===== src/rtl/adsr_envelope.sv =====
// adsr_envelope: gate-driven ADSR amplitude generator; clk/rst_active_high in, gate + rates + sustain_level in, vol/stage/busy out; ADSR_LEGATO_EN keeps level on retrigger from RELEASE
module adsr_envelope #(
  parameter int TICK_DIV   = 1024,
  parameter int RATE_WIDTH = 8
) (
  input  logic                  clk,
  input  logic                  rst_active_high,
  input  logic                  gate,
  input  logic [RATE_WIDTH-1:0] attack_rate,
  input  logic [RATE_WIDTH-1:0] decay_rate,
  input  logic [5:0]            sustain_level,
  input  logic [RATE_WIDTH-1:0] release_rate,
  output logic [5:0]            vol,
  output logic [2:0]            stage,
  output logic                  busy
);
  typedef enum logic [2:0] {IDLE = 3'd0, ATTACK = 3'd1, DECAY = 3'd2, SUSTAIN = 3'd3, RELEASE = 3'd4} state_t;
  localparam logic [14:0] MAX = 15'h3f00;
  localparam int CW = $clog2(TICK_DIV);
  state_t state, state_n;
  logic [13:0] level, level_n;
  logic [CW-1:0] cnt;
  logic gate_q, rise, fall, tick;
  logic [14:0] ar, dr, rr, sus, up, dec_floor;
  assign rise = gate & ~gate_q;
  assign fall = ~gate & gate_q;
  assign tick = cnt == CW'(TICK_DIV - 1);
  assign ar = 15'(attack_rate);
  assign dr = 15'(decay_rate);
  assign rr = 15'(release_rate);
  assign sus = {1'b0, sustain_level, 8'h00};
  // one spare bit so the attack sum and decay floor cannot wrap
  assign up = {1'b0, level} + ar;
  assign dec_floor = sus + dr;
  always_ff @(posedge clk) begin
    if (rst_active_high) begin
      state  <= IDLE;
      level  <= '0;
      gate_q <= 1'b0;
      cnt    <= '0;
    end else begin
      state  <= state_n;
      level  <= level_n;
      gate_q <= gate;
      cnt    <= tick ? '0 : cnt + CW'(1);
    end
  end
  always_comb begin
    state_n = state;
    level_n = level;
    if (rise && (state == IDLE || state == RELEASE)) begin
      state_n = ATTACK;
`ifdef ADSR_LEGATO_EN
      level_n = level;
`else
      level_n = '0;
`endif
    end else if (fall && (state == ATTACK || state == DECAY || state == SUSTAIN)) begin
      state_n = RELEASE;
    end else begin
      case (state)
        ATTACK: if (tick) begin
          state_n = (up >= MAX || ar == '0) ? DECAY : ATTACK;
          level_n = (up >= MAX || ar == '0) ? MAX[13:0] : up[13:0];
        end
        DECAY: if (tick) begin
          state_n = ({1'b0, level} <= dec_floor || dr == '0) ? SUSTAIN : DECAY;
          level_n = ({1'b0, level} <= dec_floor || dr == '0) ? sus[13:0] : level - dr[13:0];
        end
        SUSTAIN: level_n = sus[13:0];
        RELEASE: if (tick) begin
          state_n = ({1'b0, level} <= rr || rr == '0) ? IDLE : RELEASE;
          level_n = ({1'b0, level} <= rr || rr == '0) ? '0 : level - rr[13:0];
        end
        IDLE: level_n = '0;
        default: begin
          state_n = IDLE;
          level_n = '0;
        end
      endcase
    end
  end
  assign vol = level[13:8];
  assign stage = state;
  assign busy = state != IDLE;
endmodule


===== config.mk =====
export PLATFORM = sky130hd
export DESIGN_NAME = adsr_envelope
export DESIGN_NICKNAME = d
export VERILOG_FILES = /design/src/rtl/adsr_envelope.sv
export SDC_FILE = /design/constraint.sdc
export NUM_CORES = 1
export LEC_CHECK = 0
export CAP_MARGIN = 15
export CELL_PAD_IN_SITES_DETAIL_PLACEMENT = 0
export CELL_PAD_IN_SITES_GLOBAL_PLACEMENT = 1
export CORE_UTILIZATION = 35
export DETAILED_ROUTE_END_ITERATION = 7
export PLACE_DENSITY = 0.8
export SLEW_MARGIN = 10
export SYNTH_ARGS = -nofsm -noshare
export SYNTH_HDL_FRONTEND = slang
export SYNTH_SLANG_ARGS = --single-unit

===== constraint.sdc =====
create_clock -name clk -period 4.1 [get_ports clk]
set_clock_uncertainty 0.1 [all_clocks]
set_input_delay 0.615 -clock clk [delete_from_list [all_inputs] [get_ports clk]]
set_output_delay 0.615 -clock clk [all_outputs]
set_load 0.05 [all_outputs]

Word level (Yosys, flattened, before mapping)
Index checks and enable logic that the tools add are counted.
- logic and storage cells: 73
- output and inout bits: 10
- input port bits: 33
- register bits after elaboration: 28
- order comparisons: 3
- bitwise logic cells: 6
- reduce and logical (&&, ||, !) cells: 21
- $add $sub $neg: 5
- multiplexer cells: 16
- equal/unequal tests: 16
- operators with widths (kind ; count):
    $mux W14 ; 6
    $pmux W14 S4 ; 1
    $logic_not A15 Y1 ; 3
    $add A14 B8 Y15 ; 2
    $sub A14 B8 Y14 ; 2
    $reduce_and A4 Y1 ; 4
    $ge A15 B14 Y1 const B ; 1
    $le A14 B15 Y1 ; 1
    $mux W3 ; 5
    $le A14 B8 Y1 ; 1
    $pmux W3 S4 ; 1
    $add A10 B1 Y10 const B ; 1
    $eq A10 B10 Y1 const B ; 1
    $ne A3 B2 Y1 const B ; 3
    $ne A4 B3 Y1 const B ; 2
    $eq A3 B2 Y1 const B ; 2
    $logic_or A1 B1 Y1 ; 6
    $ne A2 B2 Y1 const B ; 3
    $reduce_or A2 Y1 ; 3
    $ne A4 B2 Y1 const B ; 1
    $not A1 Y1 ; 4
    $eq A3 B1 Y1 const B ; 1
    $eq A3 B3 Y1 const B ; 1
    $logic_not A3 Y1 ; 1
    8 further kinds ; 11

Longest topological paths before layout
Gate-level depths: netlist (run 1).
- depth in word-level cells: 8
- mapped depth: 12
- gate-level depth less buffers: 11

Worst setup path after synthesis (run 1)
OpenSTA, ideal clock, no wires.
- path type: input-to-reg
- from: in attack_rate[0]
- to: reg state[0] (netlist: stage[0])
- path buffers: 0
- data arrival time: 2654 ps
- path slack: 1259 ps
- library setup time: 86 ps
- cell stages on the path: 9
- required time: 3914 ps
- cells stage by stage: ha_1 fa_1 a21oi_1 o2111ai_1 and3_1 o221a_4 nor3_4 o21ai_1 a221oi_2
- cells in the longest elaborated chain, start to end: 8
- elaborated cells on any way between the ends: 9
- classes of those cells: 1 x add/sub; 1 x order compare; 5 x mux; 2 x reduce/logical
- RTL lines (item ; RTL line ; RTL):
    from (decl) ; 9 ; input logic [RATE_WIDTH-1:0] attack_rate,
    $add A14 B8 Y15 ; 33 ; assign up = {1'b0, level} + ar;
    $ge A15 B14 Y1 ; 63 ; state_n = (up >= MAX || ar == '0) ? DECAY : ATTACK;
    $logic_or A1 B1 Y1 (*) ; 63 ;
    $mux W2 (*) ; 63 ;
    $mux W3 (*) ; 62 ; ATTACK: if (tick) begin
    $pmux W3 S4 (*) ; 61 ; case (state)
    $mux W3 (*) ; 58 ; end else if (fall && (state == ATTACK || state == DECAY || state == SUSTAIN)) begin
    $mux W1 (*) ; 51 ; if (rise && (state == IDLE || state == RELEASE)) begin
    to (signal assigned) ; 42 ; state <= state_n;
    to (decl) ; 20 ; state_t state, state_n;
Mark *: on every way between the ends. The rest lies on a longest branch, timed or not. The select of a mux whose other input is x is not followed.
A chain may end at the register's enable or synchronous reset.

Worst setup path in the final report (run 1)
Ends and elaborated chain as after synthesis.

==> out/qor.txt, run 1 <==
Status = complete, no violations
Layout cells sized above 1 = 4.02%
CTS H-tree lvls = 1
Mapped cell area = 0.00335 mm²
Worst Path Required = 4210 ps
PortBufs = 42
Clk_lat worst skew = 290 ps
Syn. warnings = 0
Syn nets = 513
Via count = 3,503
Fin. max-slew vios = 0
Post-synthesis register bit count = 28
Avg Vias per Cell = 5.82
Met3 WL = 692 µm
Count of cell types in the netlist = 61
Die Width = 99.8 µm
Post-route DRC = 0
Setup TNS = 0 ps
CP max stage delay = 430 ps
Worst path buffer plus inverter count = 1
Fmax achieved = 0.298 GHz
Gr usage total = 20.3%
N_diodes = 0
Slew headroom = 60.3%
Detailed Routing Iterations Pass 1 = 5
Post-synthesis cell count = 446
Clk Tree Root Cell = clkbuf_8
CTS max path bufs = 2
Initial antenna violation count = 0
Hold WS = 380 ps
Endpoints failing hold = 0
RSZ-0062 raised after global routing = no
Power Total = 0.000703 W
# setup viols final = 0
Maximum capacitance violations = 0
CP delay by family, top = compound AO/OA/AOI/OAI gates
Core area = 0.00924 mm²
Period utilisation layout = 81.9%
Post-synth EDFFs = 0
Wire length per cell = 16.7 µm
Post-CTS Hold Fix Bufs = 0
Critical path class = in -> reg
Min-Delay Path Class = reg -> reg
Clock slew at reported path FFs = 110 ps
Total gr overflow = 0
Top_reg_cell synth = dfxtp_1
Number of I/O pins = 43
Leakage = 1.58 nW
Post-CTS Setup Inserts = 0
Synth-to-layout area growth = 17.0%
TritonCTS clock tree = built
Crit path max fanout = 9
Metal2 WL = 4.47 mm
Post-route minimum period = 3360 ps
Full die area = 0.00996 mm²
Clock Sinks = 28
Detail Placement HPWL = 8.08 mm
Seq/Total Area, Yosys = 16.7%
Final WL = 10.1 mm
Tightest Pin Transition = 595 ps
Crit-path slowest cell = clkdlybuf4s50_1
Ys async rst share = 0%
DR iter-0 viols = 267
Post-Route M1 WL = 4.81 mm
Syn_area_per_cell = 7.51 µm²
Nets = 541
Vias in the first global route = 3,313
RD Place Congestion = 0.967
Starting Density = 36.2%
First-pass GRT wire length = 16.1 mm
Worst setup SP type = input port
IR drop worst, VDD = 0.187 mV
Resized cells post-CTS = 0
Crit-path cells = clkdlybuf4s50_1 -> ha_1 -> fa_1 -> a21oi_1 -> o2111ai_1 -> and3_1 -> o221a_4 -> nor3_4 -> o21ai_1 -> a221oi_2
Highest routed layer = met4
Worst setup EP type = flop
Largest net degree at the start of global routing = 17
Worst EP arrival = 3470 ps
CTS Buf Count = 3
Die Ht = 99.8 µm
FILL cells = 951
Rows = 35
Routed Antenna Nets = 0
Power Density = 180 mW/mm²
==> worst paths after layout <==
| kind | startpoint | endpoint | slack (ps) | cells after the start |
|---|---|---|---|---|
| setup / recovery | attack_rate[0] | stage[0] | 740 | 10 |
| hold / removal | cnt[0] | cnt[0] | 380 | 1 |
| setup reg to reg | level[12] | level[6] | 1110 | 8 |
| hold reg to reg | cnt[0] | cnt[0] | 380 | 1 |
==> layout make-up <==
| cell class | count | area (µm²) | area share (%) |
|---|---|---|---|
| Timing Repair Buffer | 47 | 458 | 11.7 |
| Clock buffer | 3 | 41.3 | 1.05 |
| Sequential cell | 28 | 561 | 14.3 |
| Multi-Input combinational cell | 361 | 2540 | 64.9 |
| Inverter | 33 | 124 | 3.16 |
| Clock inverter | 1 | 30.0 | 0.767 |
| Tap cell | 129 | 161 | 4.12 |
==> report_power, final <==
group | switching (W) | internal, W
clock network | 0.0000986 | 0.000131
logic | 0.000106 | 0.0000821
registers | 0.00000795 | 0.000277
==> placed cells by master (no fill, tap or decap), types with 16 or more instances in the layout <==
cell type        count
clkdlybuf4s50_1     42
xor2_1              18
ha_1                31
inv_1               33
a21oi_1             33
dfxtp_1             28
nand2_1             34
nor2_1              32
o21ai_0             16
nand3_1             18
==> sequential cells by signal, indices dropped and copies added (netlist names) <==
register	cells
stage	3
gate_q	1
cnt	10
level	14
==> Yosys cell counts, drive strengths merged, types with 5 or more instances <==
| library cell | count | area share, % |
|---|---|---|
| nand2b | 5 | 0.93 |
| a211oi | 13 | 2.9 |
| nor2b | 5 | 0.93 |
| nand3 | 18 | 2.7 |
| nor4 | 11 | 2.1 |
| o211ai | 5 | 1.1 |
| clkbuf | 10 | 1.1 |
| nand2 | 34 | 3.8 |
| nor2 | 33 | 3.8 |
| ha | 31 | 12 |
| a21oi | 33 | 4.9 |
| a31oi | 8 | 1.7 |
| o21a | 6 | 1.3 |
| a221oi | 5 | 1.5 |
| xor2 | 18 | 4.7 |
| nand4 | 8 | 1.5 |
| or3 | 6 | 1.1 |
| dfxtp | 28 | 17 |
| xnor2 | 12 | 3.1 |
| o31ai | 5 | 1.3 |
| nor3 | 17 | 3.0 |
| a311oi | 6 | 1.6 |
| a21o | 15 | 3.4 |
| and3 | 5 | 0.93 |
| inv | 33 | 3.7 |
| o21ai | 19 | 2.8 |
| a222oi | 6 | 1.8 |
| buf | 14 | 2.5 |
==> layer usage <==
| metal | GRT usage (%) | up-vias |
|---|---|---|
| met4 | 3.85 | 0 |
| li1 | - | 1732 |
| met5 | 0 | - |
| met3 | 2.79 | 11 |
| met1 | 27.8 | 1626 |
| met2 | 34.0 | 134 |
==> kinds of logic after synthesis <==
| family | Yosys count | synth area share (%) |
|---|---|---|
| compound gates | 145 | 31.6 |
| xor+xnor | 30 | 7.85 |
| fa+ha+maj | 34 | 13.4 |
| buf+inv | 57 | 7.36 |
| flops | 28 | 16.7 |
| mux | 1 | 0.299 |
| simple gates | 151 | 22.8 |
==> per-stage QoR <==
step	setup WS, ps	instance area [µm²]	utilization, %	std cells
after floorplan	1260	3350	-	446
after global placement	508	3840	41.6	598
after detailed placement	460	3840	41.6	598
after CTS	738	3920	42.4	602
after global routing	532	3920	42.4	602
final	743	3920	42.4	602
Note: power is estimated with default switching activity, not from simulation.
==> run 2: changes to the inputs <==
==> constraint.sdc (replaced) <==
create_clock -name clk -period 3.3 [get_ports clk]
set_clock_uncertainty 0.1 [all_clocks]
set_input_delay 0.495 -clock clk [delete_from_list [all_inputs] [get_ports clk]]
set_output_delay 0.495 -clock clk [all_outputs]
set_load 0.05 [all_outputs]
==> run 2 against run 1 <==
  * Die area did not move
  * Highest routed layer unchanged
  * Via count rose by 3.4%
  * Register-to-register slack got worse by 660 ps
==> out/qor.txt, run 2 (synthesized netlist as in run 1, its figures left out) <==
Status = complete, no violations
Sw Ratio = 29.8% (-0.53 points)
DP Worst Slack = -95.9 ps (-556 ps)
Routed Antenna Nets = 0 (unchanged)
Maximum capacitance violations = 0 (unchanged)
Comb pwr share = 28.2% (+1.4 points)
NetSw = 0.000263 W (+23%)
Total gr overflow = 0 (unchanged)
Post-route minimum period = 3120 ps
Clock slew at reported path FFs = 110 ps (about the same)
Fin. max-slew vios = 0 (unchanged)
Critical path class = in -> reg
Nets = 572 (+5.7%)
N_diodes = 0 (unchanged)
Worst EP arrival = 3160 ps (-310 ps)
Clk Tree Root Cell = clkbuf_8
Synth-to-layout area growth = 23.9%
Commonest non-fill, non-tap cell in the layout = clkdlybuf4s50_1
Power Density = 213 mW/mm² (+19%)
Die Width = 99.8 µm (unchanged)
First-pass GRT wire length = 17.9 mm (+11%)
Clk_lat worst skew = 280 ps (about the same)
Detailed Routing Iterations Pass 1 = 5 (unchanged)
Hold WS = 379 ps (-0.947 ps)
Initial antenna violation count = 0 (unchanged)
Via count = 3,623 (+3.4%)
Commonest non-fill, non-tap cells in the layout = clkdlybuf4s50_1 (42), buf_4 (36), nand2_1 (34)
Core area = 0.00924 mm² (unchanged)
Wire length per cell = 16.7 µm (about the same)
# setup viols final = 0 (unchanged)
PortBufs = 42 (unchanged)
Setup TNS = 0 ps (unchanged)
Leakage = 1.73 nW (+9.7%)
RD Place Congestion = 0.945 (-2.3%)
Full die area = 0.00996 mm² (unchanged)
Largest net degree at the start of global routing = 18 (+1)
Crit path max fanout = 10 (+1)
CTS H-tree lvls = 1 (unchanged)
Worst Path Required = 3350 ps (-860 ps)
Min-Delay Path Class = reg -> reg
RSZ-0062 raised after global routing = no
Sequential power share = 40.0% (-0.5 points)
Number of I/O pins = 43 (unchanged)
IR drop worst, VDD = 0.174 mV (-7.1%)
Most flops, register = level
Final cell count without fillers = 633 (+5.1%)
Worst setup SP type = input port
Post-route DRC = 0 (unchanged)
Setup ws final = 183 ps (-560 ps)
DR iter-0 viols = 320 (+20%)
CTS max path bufs = 2 (unchanged)
Worst setup EP type = flop
Final WL = 10.6 mm (+5.1%)
Endpoints failing hold = 0 (unchanged)
Avg Vias per Cell = 5.72 (-1.6%)
Tightest Pin Transition = 653 ps (+57.9 ps)
CTS Buf Count = 3 (unchanged)
Fin util = 44.9% (+2.5 points)
Pint = 0.000620 W (+27%)
Period utilisation layout = 94.5%
Detail Placement HPWL = 8.50 mm (+5.2%)
Placed cell count = 629 (+5.2%)
Slew headroom = 56.1% (-4.3 points)
Vias in the first global route = 3,684 (+11%)
Clk pwr share = 31.8% (-0.9 points)
Gr usage total = 22.5% (+2.2 points)
Clock Sinks = 28 (unchanged)
Layout cells sized above 1 = 9.92% (+5.9 points)
Die Ht = 99.8 µm (unchanged)
Fmax achieved = 0.321 GHz
Rows = 35 (unchanged)
Largest register FFs = 14 (unchanged)
Starting Density = 36.2% (unchanged)
TritonCTS clock tree = built
[run 2: changes by cell type in the layout (fill, tap and decap cells not counted)]
cell   previous run  this run
buf_4             5        36
[run 2: final cells by class]
cell class	instances	area [µm²]
tap	129	161
multi-input combinational	361	2540
clock inverter	1	30.0
fill	937	5090
inverter	33	124
sequential	28	561
timing repair buffer	78	691
clock buffer	3	41.3
[run 2: critical path, cell delays in order]
cell and delay, ps:
clkdlybuf4s50_1 470, ha_1 160, inv_1 50, fa_1 400
nand3_1 120, a21oi_1 100, or3_1 400, o21a_1 350
a222oi_1 460, a211oi_1 140
[run 2: routing by layer]
metal / share of wire [%] / track usage [%] / vias up
met2: 45 / 37.4 / 139
met4: 2.6 / 7.24 / 0
met3: 6.6 / 2.92 / 20
li1: - / - / 1789
met1: 46 / 30.0 / 1675
met5: 0 / 0 / -
[run 2: power groups by stage]
stage | Sequential, W | Clock (W) | Combinational (W)
6_report | 0.000353 | 0.000281 | 0.000250
5_1_grt | 0.000355 | 0.000297 | 0.000274
4_1_cts | 0.000353 | 0.000289 | 0.000247
3_5_place_dp | 0.000361 | 0 | 0.000245
3_3_place_gp | 0.000361 | 0 | 0.000242
2_1_floorplan | 0.000361 | 0 | 0.000141
[run 2: stage by stage]
step	total power, W	cell area, µm²
floorplan	0.000502	3350
global placement	0.000602	4080
detailed placement	0.000606	4080
CTS	0.000888	4150
global route	0.000926	4150
finish	0.000883	4150
[run 2: what timing repair did]
| item | CTS | global route |
|---|---|---|
| setup buffers | 0 | 0 |
| resized for setup | 0 | 0 |
| hold buffers | 0 | 0 |
| setup endpoints to repair | 0 | 1 |
[run 2: final timing paths]
path / end / cells past startpoint / start / slack [ps]
setup / recovery: level[1] / 10 / release_rate[0] / 180
hold / removal: cnt[0] / 1 / cnt[0] / 380
setup reg to reg: level[1] / 10 / level[0] / 450
hold reg to reg: cnt[0] / 1 / cnt[0] / 380
==> run 3: changes to the inputs <==
--- a/config.mk
+++ b/config.mk
@@ -9,7 +9,9 @@
 export CELL_PAD_IN_SITES_DETAIL_PLACEMENT = 0
 export CELL_PAD_IN_SITES_GLOBAL_PLACEMENT = 1
 export CORE_UTILIZATION = 35
+export CTS_CLUSTER_DIAMETER = 30
 export DETAILED_ROUTE_END_ITERATION = 7
+export HOLD_SLACK_MARGIN = 0.1
 export PLACE_DENSITY = 0.8
 export SLEW_MARGIN = 10
 export SYNTH_ARGS = -nofsm -noshare
==> results of run 3 <==
No change in the layout: final DEF, timing and power equal those of run 2.
